File: config.mk
export PLATFORM = sky130hd
export DESIGN_NAME = eth_tx_frame_arbiter_flat
export DESIGN_NICKNAME = d
export VERILOG_FILES = /design/src/rtl/eth_tx_arb_pkg.sv /design/src/rtl/eth_tx_frame_arbiter_if.sv /design/src/rtl/rr_priority_select.sv /design/src/rtl/eth_tx_frame_arbiter.sv /design/src/flat_wrapper.sv
export SDC_FILE = /design/constraint.sdc
export NUM_CORES = 1
export LEC_CHECK = 0
export BUFFER_PORTS_ARGS = -buffer_cell sky130_fd_sc_hd__buf_2
export CAP_MARGIN = 20
export CORE_UTILIZATION = 40
export CTS_CLUSTER_SIZE = 14
export DETAILED_ROUTE_END_ITERATION = 7
export PLACE_DENSITY = 0.79
export SLEW_MARGIN = 10
export SYNTH_ARGS = -nofsm -noshare
export SYNTH_HDL_FRONTEND = slang
export SYNTH_SLANG_ARGS = --single-unit
File: constraint.sdc
create_clock -name clk -period 2.1 [get_ports clk]
set_input_delay 0.42 -clock clk [delete_from_list [all_inputs] [get_ports clk]]
set_output_delay 0.42 -clock clk [all_outputs]
set_load 0.02 [all_outputs]
File: src/rtl/eth_tx_arb_pkg.sv
// eth_tx_arb_pkg: shared state type, tuser bit map and round-robin helper for the TX frame arbiter
package eth_tx_arb_pkg;
  typedef enum logic [1:0] {IDLE, ACTIVE, DROP} state_t;
  localparam int TUSER_BAD_BIT = 0;
  localparam int MAX_PORTS = 8;
  function automatic logic [2:0] rr_next(input logic [MAX_PORTS-1:0] req, input logic [2:0] last, input int ports = MAX_PORTS);
    logic [2:0] idx;
    logic found;
    rr_next = last;
    found = 1'b0;
    for (int i = 1; i <= MAX_PORTS; i++) begin
      idx = 3'((int'(last) + i) % ports);
      if (i <= ports && !found && req[idx]) begin
        rr_next = idx;
        found = 1'b1;
      end
    end
  endfunction
endpackage

File: src/rtl/eth_tx_frame_arbiter_if.sv
// eth_tx_frame_arbiter_if: per-source AXI-Stream inputs and the single MAC-side AXI-Stream output
interface eth_tx_frame_arbiter_if #(
  parameter int PORTS = 2,
  parameter int DATA_WIDTH = 8,
  parameter int USER_WIDTH = 1
);
  logic [PORTS*DATA_WIDTH-1:0] s_axis_tdata;
  logic [PORTS-1:0] s_axis_tvalid;
  logic [PORTS-1:0] s_axis_tready;
  logic [PORTS-1:0] s_axis_tlast;
  logic [PORTS*USER_WIDTH-1:0] s_axis_tuser;
  logic [DATA_WIDTH-1:0] m_axis_tdata;
  logic m_axis_tvalid;
  logic m_axis_tready;
  logic m_axis_tlast;
  logic [USER_WIDTH-1:0] m_axis_tuser;
  modport master (
    output s_axis_tdata, s_axis_tvalid, s_axis_tlast, s_axis_tuser, m_axis_tready,
    input s_axis_tready, m_axis_tdata, m_axis_tvalid, m_axis_tlast, m_axis_tuser
  );
  modport slave (
    input s_axis_tdata, s_axis_tvalid, s_axis_tlast, s_axis_tuser, m_axis_tready,
    output s_axis_tready, m_axis_tdata, m_axis_tvalid, m_axis_tlast, m_axis_tuser
  );
endinterface

File: src/rtl/rr_priority_select.sv
// rr_priority_select: picks the first requester strictly after last, wrapping modulo PORTS
module rr_priority_select import eth_tx_arb_pkg::*; #(
  parameter int PORTS = 2,
  localparam int IW = $clog2(PORTS)
) (
  input  logic [PORTS-1:0] req,
  input  logic [IW-1:0] last,
  output logic valid,
  output logic [IW-1:0] index
);
  always_comb begin
    valid = |req;
    index = IW'(rr_next(MAX_PORTS'(req), 3'(last), PORTS));
  end
endmodule

File: src/rtl/eth_tx_frame_arbiter.sv
// eth_tx_frame_arbiter: frame-level round-robin arbiter sharing one 8-bit GMII TX MAC stream
module eth_tx_frame_arbiter import eth_tx_arb_pkg::*; #(
  parameter int PORTS = 2,
  parameter int DATA_WIDTH = 8,
  parameter int USER_WIDTH = 1,
  parameter int MAX_FRAME_LEN = 1514,
  localparam int IW = $clog2(PORTS)
) (
  input  logic clk,
  input  logic rst,
  eth_tx_frame_arbiter_if.slave axis,
  input  logic [PORTS-1:0] port_enable,
  input  logic tx_pause,
  output logic grant_valid,
  output logic [IW-1:0] grant_index,
  output logic frame_done,
  output logic frame_truncated
);
  localparam int CW = MAX_FRAME_LEN > 0 ? $clog2(MAX_FRAME_LEN + 1) : 1;
  localparam logic [CW-1:0] LAST_CNT = CW'(MAX_FRAME_LEN > 0 ? MAX_FRAME_LEN - 1 : 0);
  if (DATA_WIDTH != 8) begin : g_width_check
    $error("eth_tx_frame_arbiter: DATA_WIDTH must be 8");
  end
  if (PORTS < 2 || PORTS > MAX_PORTS) begin : g_ports_check
    $error("eth_tx_frame_arbiter: PORTS must be 2..8");
  end
  state_t state, state_n;
  logic [IW-1:0] last_grant, sel_index;
  logic [CW-1:0] beat_cnt;
  logic sel_valid, g_valid, g_last, hs, trunc, active;
  logic [DATA_WIDTH-1:0] g_data;
  logic [USER_WIDTH-1:0] g_user;
  rr_priority_select #(.PORTS(PORTS)) u_select (
    .req(axis.s_axis_tvalid & port_enable),
    .last(last_grant),
    .valid(sel_valid),
    .index(sel_index)
  );
  always_comb begin
    g_data = '0;
    g_user = '0;
    g_valid = 1'b0;
    g_last = 1'b0;
    for (int i = 0; i < PORTS; i++) begin
      if (grant_index == IW'(i)) begin
        g_data = axis.s_axis_tdata[i*DATA_WIDTH +: DATA_WIDTH];
        g_user = axis.s_axis_tuser[i*USER_WIDTH +: USER_WIDTH];
        g_valid = axis.s_axis_tvalid[i];
        g_last = axis.s_axis_tlast[i];
      end
    end
  end
  // the cut beat is forced to tlast with the bad-frame flag so the MAC raises tx_er
  always_comb begin
    active = state == ACTIVE;
    hs = active && g_valid && axis.m_axis_tready;
    trunc = MAX_FRAME_LEN > 0 && beat_cnt == LAST_CNT && !g_last;
    axis.m_axis_tvalid = active && g_valid;
    axis.m_axis_tdata = active ? g_data : '0;
    axis.m_axis_tlast = active && (g_last || trunc);
    axis.m_axis_tuser = active ? g_user | (USER_WIDTH'(trunc) << TUSER_BAD_BIT) : '0;
    axis.s_axis_tready = '0;
    axis.s_axis_tready[grant_index] = active ? axis.m_axis_tready : state == DROP;
    state_n = state == IDLE ? (!tx_pause && sel_valid ? ACTIVE : IDLE) :
              state == ACTIVE ? (hs && g_last ? IDLE : hs && trunc ? DROP : ACTIVE) :
              (g_valid && g_last ? IDLE : DROP);
  end
  assign grant_valid = state != IDLE;
  always_ff @(posedge clk or posedge rst) begin
    if (rst) begin
      state <= IDLE;
      last_grant <= IW'(PORTS - 1);
      grant_index <= '0;
      beat_cnt <= '0;
      frame_done <= 1'b0;
      frame_truncated <= 1'b0;
    end else begin
      state <= state_n;
      frame_done <= hs && (g_last || trunc);
      frame_truncated <= hs && trunc;
      if (state == IDLE && state_n == ACTIVE) begin
        grant_index <= sel_index;
        last_grant <= sel_index;
        beat_cnt <= '0;
      end else if (hs && beat_cnt != '1) begin
        beat_cnt <= beat_cnt + 1'b1;
      end
    end
  end
endmodule

File: src/flat_wrapper.sv
// flat-port wrapper written by rule: the top's interface ports become plain ports
module eth_tx_frame_arbiter_flat import eth_tx_arb_pkg::*;
#(
  parameter int PORTS = 2,
  parameter int DATA_WIDTH = 8,
  parameter int USER_WIDTH = 1,
  parameter int MAX_FRAME_LEN = 1514,
  localparam int IW = $clog2(PORTS)
)
  (clk, rst, port_enable, tx_pause, grant_valid, grant_index, frame_done, frame_truncated, axis_s_axis_tdata, axis_s_axis_tvalid, axis_s_axis_tlast, axis_s_axis_tuser, axis_m_axis_tready, axis_s_axis_tready, axis_m_axis_tdata, axis_m_axis_tvalid, axis_m_axis_tlast, axis_m_axis_tuser);
  eth_tx_frame_arbiter_if #(.PORTS(PORTS), .DATA_WIDTH(DATA_WIDTH), .USER_WIDTH(USER_WIDTH)) axis_i ();
  input  logic clk;
  input  logic rst;
  input  logic [PORTS-1:0] port_enable;
  input  logic tx_pause;
  output logic grant_valid;
  output logic [IW-1:0] grant_index;
  output logic frame_done;
  output logic frame_truncated;
  input wire logic [$bits(axis_i.s_axis_tdata)-1:0] axis_s_axis_tdata;
  input wire logic [$bits(axis_i.s_axis_tvalid)-1:0] axis_s_axis_tvalid;
  input wire logic [$bits(axis_i.s_axis_tlast)-1:0] axis_s_axis_tlast;
  input wire logic [$bits(axis_i.s_axis_tuser)-1:0] axis_s_axis_tuser;
  input wire logic [$bits(axis_i.m_axis_tready)-1:0] axis_m_axis_tready;
  output wire logic [$bits(axis_i.s_axis_tready)-1:0] axis_s_axis_tready;
  output wire logic [$bits(axis_i.m_axis_tdata)-1:0] axis_m_axis_tdata;
  output wire logic [$bits(axis_i.m_axis_tvalid)-1:0] axis_m_axis_tvalid;
  output wire logic [$bits(axis_i.m_axis_tlast)-1:0] axis_m_axis_tlast;
  output wire logic [$bits(axis_i.m_axis_tuser)-1:0] axis_m_axis_tuser;
  assign axis_i.s_axis_tdata = axis_s_axis_tdata;
  assign axis_i.s_axis_tvalid = axis_s_axis_tvalid;
  assign axis_i.s_axis_tlast = axis_s_axis_tlast;
  assign axis_i.s_axis_tuser = axis_s_axis_tuser;
  assign axis_i.m_axis_tready = axis_m_axis_tready;
  assign axis_s_axis_tready = axis_i.s_axis_tready;
  assign axis_m_axis_tdata = axis_i.m_axis_tdata;
  assign axis_m_axis_tvalid = axis_i.m_axis_tvalid;
  assign axis_m_axis_tlast = axis_i.m_axis_tlast;
  assign axis_m_axis_tuser = axis_i.m_axis_tuser;
  eth_tx_frame_arbiter #(.PORTS(PORTS), .DATA_WIDTH(DATA_WIDTH), .USER_WIDTH(USER_WIDTH), .MAX_FRAME_LEN(MAX_FRAME_LEN)) u_core (.clk(clk), .rst(rst), .axis(axis_i), .port_enable(port_enable), .tx_pause(tx_pause), .grant_valid(grant_valid), .grant_index(grant_index), .frame_done(frame_done), .frame_truncated(frame_truncated));
endmodule
==> flow_summary.toml <==
[floorplanning]
core_area_um2 = 2540
io_pins = 45
die_y_um = 54.4
rows = 18
start_util_pct = 43.2
die_w_um = 54.4
die-area_um2 = 2960

[synth]
ys_warn_count = 0
ys_seq_area_share_pct = 38.8
synthSimpleGateAreaFrac_pct = 26.8
synth_adder_area_share_pct = 2.28
synth_mux_area_share_pct = 14.7
avgSynthCellArea_um2 = 8.94
netlist_instances = 123
synth_seq_cells = 17
syn_area_um2 = 1100
synth_fp_nets = 153
synth_xor_area_share_pct = 0
synth_top_family_by_area = "simple AND/OR/NAND/NOR gates"
synth-compound-area-share_pct = 14.7
synth_cell_types = 33

[timing]
skew_ns = 0.00690
timing.final.crit_share_pct = 100
timing.fmax_mhz = 474
rsz0062_at_grt = "true"
tightest_slew_ns = 0.635
final.min_clock_period_ns = 2.11
setup_slack_ns = -0.00943
max-slew-margin-rel_pct = 57.6
setup_tns_ns = -0.00943
drv_slew = 0
hold_violations = 0
setup_viol = 1

[power_and_ir_drop]
vdd_drop_max_uv = 755
p_per_area_nw_per_um2 = 1000
power_mw = 1.47
p_leak_nw = 0.741

[layout]
layout-drive-gt1-share_pct = 35.4
layout.nets = 206
diodes = 0
instances_no_fill = 205
utilization_pct = 57.5
area_growth_pct = 33.0

[placed_design]
dp_slack_ns = 0.0681
io_buffers = 44
dp_hpwl_mm = 2.08
gp_congestion = 0.756
placed_cells = 200

[critical_path]
worstPathMaxFanout = 3
r2r_start = "u_core.beat_cnt[4]$_DFFE_PP0P_"
r2r_cells = 5
crit_type = "reg2out"
crit_path_start = "u_core.beat_cnt[1]$_DFFE_PP0P_"
crit_arrival_ns = 1.69
cp-start-kind = "register"
end_kind = "output port"
required_ns = 1.68

[detailed_routing]
wl_per_cell_um = 13.6
firstDrtPassIters = 4
wl_mm = 2.78
drt_iter0_drc = 39
vias = 1156
ant_nets = 0
routed-wl-met2_mm = 1.40
drt-met1-wl_mm = 1.08
route.detailed.drc = 0
vias_per_cell = 5.64
top_layer = "met4"
met3_length_um = 249

[flow_run]
drv_cap = 0

[clocking]
hold_buffers = 0
clockRootBuffer = "clkbuf_4"
clkSinkCount = 17
cts_tree = "yes"
h-tree-depth = 1
cts.reportedPaths.clkPinSlew_ns = 0.10
cts_made_buffers = 3
clockBufferDepth = 2
clock_latency_ns = 0.29

[global_route]
track_usage_pct = 19.4
first_global_vias = 1031
grt.overflow.total = 0
grt_antenna_before_repair = 0
grt_pass1_wl_mm = 4.16
grt_max_degree = 18

[outcome]
status = "complete, but fails checks"
violations = "negative setup slack"

[min_path]
hold_path.class = "in2async"
-- logic make-up (layout without fill, tap and decap cells) --
group / after synthesis / in the layout
and+or+nand+nor: 57 / 57
AOI/OAI and AO/OA: 24 / 24
DFF: 17 / 17
muxes: 16 / 16
buffers and inverters: 7 / 59
adders and majority gates: 2 / 2
-- layout make-up --
type                    count  area [µm²]
clock buffers               4        26.3
fillers                   213        1080
inverters                   3        11.3
multi-input cells          99         672
flip-flops and latches     17         427
well taps                  30        37.5
repair buffers             52         289
-- metrics by stage --
step	hold WS, ns	cell area [µm²]
after global placement	0.477	1390
after detailed placement	0.487	1390
after floorplan	0.345	1100
after CTS	0.217	1450
after global routing	0.261	1460
final	0.184	1460
-- sequential cells by signal (all words and copies together), names as in the netlist --
| register | count |
|---|---|
| u_core.frame_done | 1 |
| u_core.state | 2 |
| u_core.grant_index | 1 |
| u_core.beat_cnt | 11 |
| u_core.last_grant | 1 |
| u_core.frame_truncated | 1 |
-- synth_stat cells --
library cell | number | area share, %
clkbuf_1 | 3 | 1.0
a21oi_1 | 6 | 2.7
o2111a_1 | 1 | 1.0
buf_4 | 1 | 0.68
a21boi_0 | 1 | 0.68
dfrtp_1 | 16 | 36
o21a_1 | 2 | 1.4
nand2b_1 | 4 | 2.3
o211ai_1 | 2 | 1.4
a22o_1 | 1 | 0.80
a311o_1 | 1 | 0.91
or2_2 | 3 | 1.7
mux2_2 | 1 | 1.0
nand3b_1 | 1 | 0.68
o31ai_1 | 3 | 2.0
nor4bb_1 | 1 | 0.91
a31oi_1 | 3 | 1.7
a21o_1 | 1 | 0.68
nand2_1 | 9 | 3.1
dfstp_2 | 1 | 2.4
and3_1 | 2 | 1.1
nand4_1 | 2 | 1.1
inv_1 | 3 | 1.0
or4_1 | 2 | 1.4
nor2b_1 | 1 | 0.57
ha_1 | 2 | 2.3
o21ai_0 | 3 | 1.4
and4_1 | 2 | 1.6
mux2i_1 | 15 | 14
and2_1 | 2 | 1.1
nor3_1 | 4 | 1.8
nor2_1 | 13 | 4.4
nand3_1 | 11 | 5.0
-- critical path, stage by stage, from the launching register on --
cell	delay, ns
dfrtp_1	0.39
inv_1	0.06
ha_1	0.13
nor4bb_4	0.20
nand3_1	0.10
or2_4	0.26
a21oi_4	0.13
buf_6	0.14
-- repair_timing --
action / in CTS / in global routing
buffers inserted: 1 / 0
endpoints found under the setup margin: 2 / 2
pin swaps: 2 / 0
gates resized for setup: 5 / 3
-- power by group --
group          internal [mW]  switching, mW  total (mW)
Clock                 0.0740          0.105       0.179
Combinational          0.355          0.480       0.836
Sequential             0.396         0.0569       0.452
-- routing by layer --
| metal | vias up | global-route usage, % |
|---|---|---|
| li1 | 556 | - |
| met1 | 533 | 20.2 |
| met2 | 60 | 38.0 |
| met3 | 7 | 3.33 |
| met4 | 0 | 6.84 |
| met5 | - | 0 |
-- worst paths after layout --
path	slack, ns	end
setup reg to reg	0.15	u_core.beat_cnt[8]$_DFFE_PP0P_
setup / recovery	-0.009	axis_m_axis_tuser
hold reg to reg	0.50	u_core.last_grant$_DFFE_PP1N_
min in group clk	0.41	u_core.last_grant$_DFFE_PP1N_
hold / removal	0.18	u_core.frame_done$_DFF_PP0_
max in group asynchronous	1.50	u_core.beat_cnt[5]$_DFFE_PP0P_
-- placed cells by master (no fill, tap or decap) --
cell type   n
a21oi_4     1
ha_1        2
o21ai_0     3
nor4bb_4    1
a21oi_1     5
buf_6       1
dfstp_2     1
clkbuf_1    1
a311o_1     1
a21boi_0    1
a31oi_1     3
a21o_1      1
or4_1       2
nand2_1     9
a22o_1      1
nand3b_1    1
nand3_1    11
or2_2       2
nor2b_1     1
clkbuf_4    3
nor3_1      4
or2_4       1
o31ai_1     3
mux2_2      1
and4_1      2
and2_1      2
buf_4       9
nor2_1     13
o211ai_1    2
inv_1       3
nand2b_1    4
mux2i_1    15
o2111a_1    1
and3_1      2
dfrtp_1    16
buf_2      42
o21a_1      2
nand4_1     2
Power figures use the tool's default switching activity.
